[src/rtl/banco_reg_wb.sv]
// Architectural register bank with per-register pending bits, fed by the writeback mux.
// Two operand read ports see a same-cycle writeback through a bypass.
module banco_reg_wb_rd #(
    parameter int DATA_W = 3,
    parameter int ADDR_W = 3,
    parameter int NREG   = 8
) (
    input  logic [NREG-1:0][DATA_W-1:0] regs,
    input  logic [NREG-1:0]             busy,
    input  logic [ADDR_W-1:0]           ra,
    input  logic [ADDR_W-1:0]           wbE,
    input  logic [DATA_W-1:0]           wbD,
    input  logic                        wbWb,
    output logic [DATA_W-1:0]           rd,
    output logic                        bsy
);
    logic hit;

    // A writeback landing on the read address is forwarded and clears its pending state.
    assign hit = wbWb && (wbE == ra);
    assign rd  = hit ? wbD : regs[ra];
    assign bsy = busy[ra] & ~hit;
endmodule

module banco_reg_wb #(
    parameter int DATA_W = 3,
    parameter int ADDR_W = 3,
    parameter int NREG   = 8
) (
    input  logic              clock,
    input  logic              reset_n,
    input  logic [ADDR_W-1:0] wbE,
    input  logic [DATA_W-1:0] wbD,
    input  logic              wbWb,
    input  logic              issue_en,
    input  logic [ADDR_W-1:0] issue_dst,
    input  logic [ADDR_W-1:0] raA,
    input  logic [ADDR_W-1:0] raB,
    output logic [DATA_W-1:0] rdA,
    output logic [DATA_W-1:0] rdB,
    output logic              busyA,
    output logic              busyB,
    output logic [NREG-1:0]   busy_vec,
    output logic [ADDR_W:0]   busy_cnt,
    output logic              wb_stray
);
    localparam int NPORT = 2;

    logic [NREG-1:0][DATA_W-1:0] regs_q, regs_d;
    logic [NREG-1:0]             busy_q, busy_d;
    logic [ADDR_W:0]             cnt_q, cnt_d;
    logic                        stray_q, stray_d;

    logic [NPORT-1:0][ADDR_W-1:0] ra_p;
    logic [NPORT-1:0][DATA_W-1:0] rd_p;
    logic [NPORT-1:0]             bsy_p;

    always_comb begin
        regs_d  = regs_q;
        busy_d  = busy_q;
        stray_d = wbWb & ~busy_q[wbE];
        if (wbWb) begin
            regs_d[wbE] = wbD;
            busy_d[wbE] = 1'b0;
        end
        // Issue is applied last so a reservation beats a same-register writeback.
        if (issue_en) begin
            busy_d[issue_dst] = 1'b1;
        end
        cnt_d = '0;
        for (int i = 0; i < NREG; i++) begin
            cnt_d = cnt_d + (ADDR_W+1)'(busy_d[i]);
        end
    end

    always_ff @(posedge clock or negedge reset_n) begin
        if (!reset_n) begin
            regs_q  <= '0;
            busy_q  <= '0;
            cnt_q   <= '0;
            stray_q <= 1'b0;
        end else begin
            regs_q  <= regs_d;
            busy_q  <= busy_d;
            cnt_q   <= cnt_d;
            stray_q <= stray_d;
        end
    end

    assign ra_p = {raB, raA};

    for (genvar p = 0; p < NPORT; p++) begin : g_rd
        banco_reg_wb_rd #(
            .DATA_W(DATA_W),
            .ADDR_W(ADDR_W),
            .NREG  (NREG)
        ) u_rd (
            .regs(regs_q),
            .busy(busy_q),
            .ra  (ra_p[p]),
            .wbE (wbE),
            .wbD (wbD),
            .wbWb(wbWb),
            .rd  (rd_p[p]),
            .bsy (bsy_p[p])
        );
    end

    assign rdA      = rd_p[0];
    assign rdB      = rd_p[1];
    assign busyA    = bsy_p[0];
    assign busyB    = bsy_p[1];
    assign busy_vec = busy_q;
    assign busy_cnt = cnt_q;
    assign wb_stray = stray_q;
endmodule

[config.mk]
export PLATFORM = sky130hd
export DESIGN_NAME = banco_reg_wb
export DESIGN_NICKNAME = d
export VERILOG_FILES = /design/src/rtl/banco_reg_wb.sv
export SDC_FILE = /design/constraint.sdc
export NUM_CORES = 1
export LEC_CHECK = 0
export ABC_AREA = 0
export ABC_CLOCK_PERIOD_IN_PS = 8800
export CAP_MARGIN = 20
export CORE_UTILIZATION = 55
export CTS_CLUSTER_DIAMETER = 100
export CTS_CLUSTER_SIZE = 14
export DETAILED_ROUTE_END_ITERATION = 7
export GPL_TIMING_DRIVEN = 0
export PLACE_DENSITY = 0.86
export SYNTH_ARGS = -nofsm -noshare
export SYNTH_HDL_FRONTEND = slang
export SYNTH_SLANG_ARGS = --single-unit
[constraint.sdc]
create_clock -name clock -period 8.8 [get_ports clock]
set_input_delay 1.32 -clock clock [delete_from_list [all_inputs] [get_ports clock]]
set_output_delay 1.32 -clock clock [all_outputs]
set_load 0.005 [all_outputs]
==> results by group <==
Floorplanning
  – Core area: 4060 um^2
  – I/O pin cnt: 40
  – Initial Utilization: 57.9%
  – Die Y: 67.4 um
  – Die area: 4540 um^2
  – Num rows: 23
  – Chip width: 67.4 um

Cells and area
  – Register area: 926 um^2
  – Fill count: 280
  – Commonest non-fill, non-tap cell in the layout: mux2_2
  – # diodes: 0
  – Fin area: 2810 um^2
  – Fin nets: 233
  – Share of layout cells above drive strength 1: 25.6%
  – Final Core Density: 69.1%
  – Multi-input logic area: 1330 um^2
  – Most frequent cells in the layout: 38 x mux2_2, 37 x dfrtp_1, 30 x clkdlybuf4s50_1
  – Synth-to-Final Area Change: 19.3%

Min path
  – WHS Endpoint: regs_q[11]$_DFFE_PN0P_
  – Hold path start: regs_q[11]$_DFFE_PN0P_
  – Hold Path Depth: 1
  – Min-Delay Path Class: reg2reg

STA
  – Final setup fails: 0
  – Final hold slack: 531 ps
  – RSZ-0062 raised after global routing: no
  – Setup_tns: 0 ps
  – Worst-margin pin slew: 813 ps
  – Final min period: 5200 ps
  – Final slew viol count: 0
  – Setup Skew: 1.92 ps
  – Final clock period utilization by the worst path: 59.1%
  – FMAX: 192 MHz
  – Relative slew slack: 45.8%
  – Fin. Hold Viols: 0

Placed design
  – Final Wtd Congestion: 0.831
  – HPWL Detailed: 4.07 mm
  – Post-Place Cell Area: 2720 um^2
  – Port bufs: 31

Power
  – Cell area power density: 224 nW/um^2
  – Maximum vdd drop: 179 uV
  – Internal power: 435 uW
  – Clock power frac: 19.1%
  – Design Power: 627 uW
  – Sequential fraction of design power: 38.8%
  – Combinational Power Share: 42.1%
  – Static leakage power: 1.19 nW
  – NetSw: 192 uW
  – Switching share of power: 30.7%

Setup path
  – Critical path launch point type: input port
  – Worst Reg-to-Reg Cells: 11
  – Critical path endpoint category: register
  – Data required, critical path: 8980 ps
  – Worst EP arrival: 5390 ps
  – R2r setup slk: 5640 ps
  – Crit Path Class: in2reg
  – Max FO, Critical Path: 10
  – Worst r2r src: busy_vec[0]$_DFF_PN0_
  – Worst R2R End: busy_cnt[2]$_DFF_PN0_

Routing
  – Final ANT Viol Nets: 0
  – Final wirelength: 5.48 mm
  – Initial DRC Count: 69
  – Avg WL per Cell: 21.3 um
  – Residual DRC: 0
  – DR vias/cell: 6.34
  – First-pass iteration count of the detailed router: 4
  – Via count: 1630

GRT
  – Most Crowded Layer GR: met2
  – GRT Util Overall: 27.3%
  – Routing usage on met2: 49.6%
  – Grt ovf: 0
  – First-pass GRT wire length: 8.60 mm
  – M3 GR Usage: 4.73%
  – Number of global-route vias before repair: 1697
  – Largest net degree at the start of global routing: 38
  – GR Layer Usage met1: 31.6%
  – Initial antenna violation count: 0

Clock tree
  – Clock Tree Buf Depth: 2
  – Reg clk slew, reported paths: 70 ps
  – Number of post-CTS setup repair buffers: 0
  – Post-cts sizing count: 0
  – CTS H-tree depth: 2
  – Worst-Skew Late Latency: 290 ps
  – Hold_buf cts: 0
  – Clock root buffer: clkbuf_8
  – CTS Buf Count: 5
  – CTS tree: done
  – Clock sink total: 37

Synthesis
  – Primary FF master, synth: dfrtp_1
  – Mean Syn Cell Area: 13.9 um^2
  – Yosys top cell area share: 39.4%
  – Seq/Total Area, Yosys: 39.4%
  – Yosys cell types: 31
  – Ys Warns: 0
  – Synth Register Bits: 37
  – Async SR Flop Fraction: 100%
  – Synthesized area: 2350 um^2
  – Largest area contributor in the synthesized netlist: dfrtp_1
  – Post-synth net total: 195
  – EDFF count, synth: 0
  – Dominant cells by area after synthesis: dfrtp_1 39%, mux2_2 18%, mux4_1 18%, fa_1 3.4%, xnor2_1 2.6%
  – Synth Instances: 169

Outcome
  – Outcome: finished clean

Run
  – Max-cap violations: 0
logic make-up (layout without fill, tap and decap cells):
family | count (synthesis) | after routing | share of synthesized area [%]
multiplexers | 57 | 57 | 38.4
AO/OA/AOI/OAI | 13 | 13 | 3.73
AND/OR/NAND/NOR | 27 | 27 | 6.65
adder cells (fa/ha/maj) | 7 | 7 | 5.00
XOR/XNOR | 7 | 7 | 2.61
buffers and inverters | 21 | 59 | 4.20
flip-flops | 37 | 37 | 39.4
how the worst max path moves through the flow:
stage                      start                    end  slack, ps  cells after the start
after floorplan             wbWb  busy_cnt[2]$_DFF_PN0_       4290                     13
final                     wbE[0]  busy_cnt[2]$_DFF_PN0_       3600                     13
after detailed placement  wbE[0]  busy_cnt[2]$_DFF_PN0_       3360                     13
after CTS                 wbE[0]  busy_cnt[2]$_DFF_PN0_       3640                     13
after global placement    wbE[0]  busy_cnt[1]$_DFF_PN0_       3430                     13
after global routing      wbE[0]  busy_cnt[1]$_DFF_PN0_       3430                     13
critical path, cell delays in order:
cell	delay, ps
clkdlybuf4s50_1	480
buf_2	230
nor3b_1	630
o22ai_1	290
fa_1	600
inv_1	60
fa_1	470
fa_1	480
inv_1	80
ha_1	170
inv_1	60
fa_1	370
xnor2_1	130
registers in the layout, indices dropped and copies added (netlist names):
| register | count |
|---|---|
| busy_vec | 8 |
| wb_stray | 1 |
| busy_cnt | 4 |
| regs_q | 24 |
cells in the mapped netlist, types with 2 or more instances:
| library cell | instances |
|---|---|
| and2_1 | 3 |
| buf_1 | 3 |
| buf_2 | 4 |
| buf_6 | 2 |
| clkbuf_1 | 2 |
| dfrtp_1 | 37 |
| fa_1 | 4 |
| ha_1 | 3 |
| inv_1 | 10 |
| mux2_2 | 38 |
| mux4_1 | 16 |
| mux4_2 | 2 |
| nand2_1 | 6 |
| nand2b_1 | 4 |
| nand4_1 | 3 |
| nand4b_1 | 3 |
| nor2_1 | 2 |
| nor3b_1 | 2 |
| o21a_1 | 3 |
| o21ai_0 | 4 |
| o22ai_1 | 2 |
| xnor2_1 | 7 |
power by group through the flow:
stage	Sequential, mW	Clock, mW	Combinational, mW
2_1_floorplan	0.237	0	0.160
3_3_place_gp	0.240	0	0.252
3_5_place_dp	0.246	0	0.265
4_1_cts	0.242	0.121	0.268
5_1_grt	0.248	0.126	0.296
6_report	0.243	0.120	0.264
per-layer routing:
metal / part of all wire [%] / up-vias / routed length (um)
li1: - / 724 / -
met1: 40 / 823 / 2170
met2: 53 / 70 / 2910
met3: 5.5 / 13 / 302
met4: 1.7 / 0 / 95
met5: 0 / - / 0
area by class of cell:
| cell class | count | area share (%) |
|---|---|---|
| buffer | 11 | 2.19 |
| clock buffer | 7 | 3.08 |
| inverter | 10 | 1.34 |
| multi-input combinational | 111 | 47.3 |
| sequential | 37 | 33.0 |
| tap | 50 | 2.23 |
| timing repair buffer | 31 | 10.9 |
stage by stage:
step           setup slack [ps]  instances
6_report                   3600        257
2_1_floorplan              4290        169
3_3_place_gp               3430        250
3_5_place_dp               3360        250
4_1_cts                    3640        257
5_1_grt                    3430        257
(Power assumes the default switching activity.)
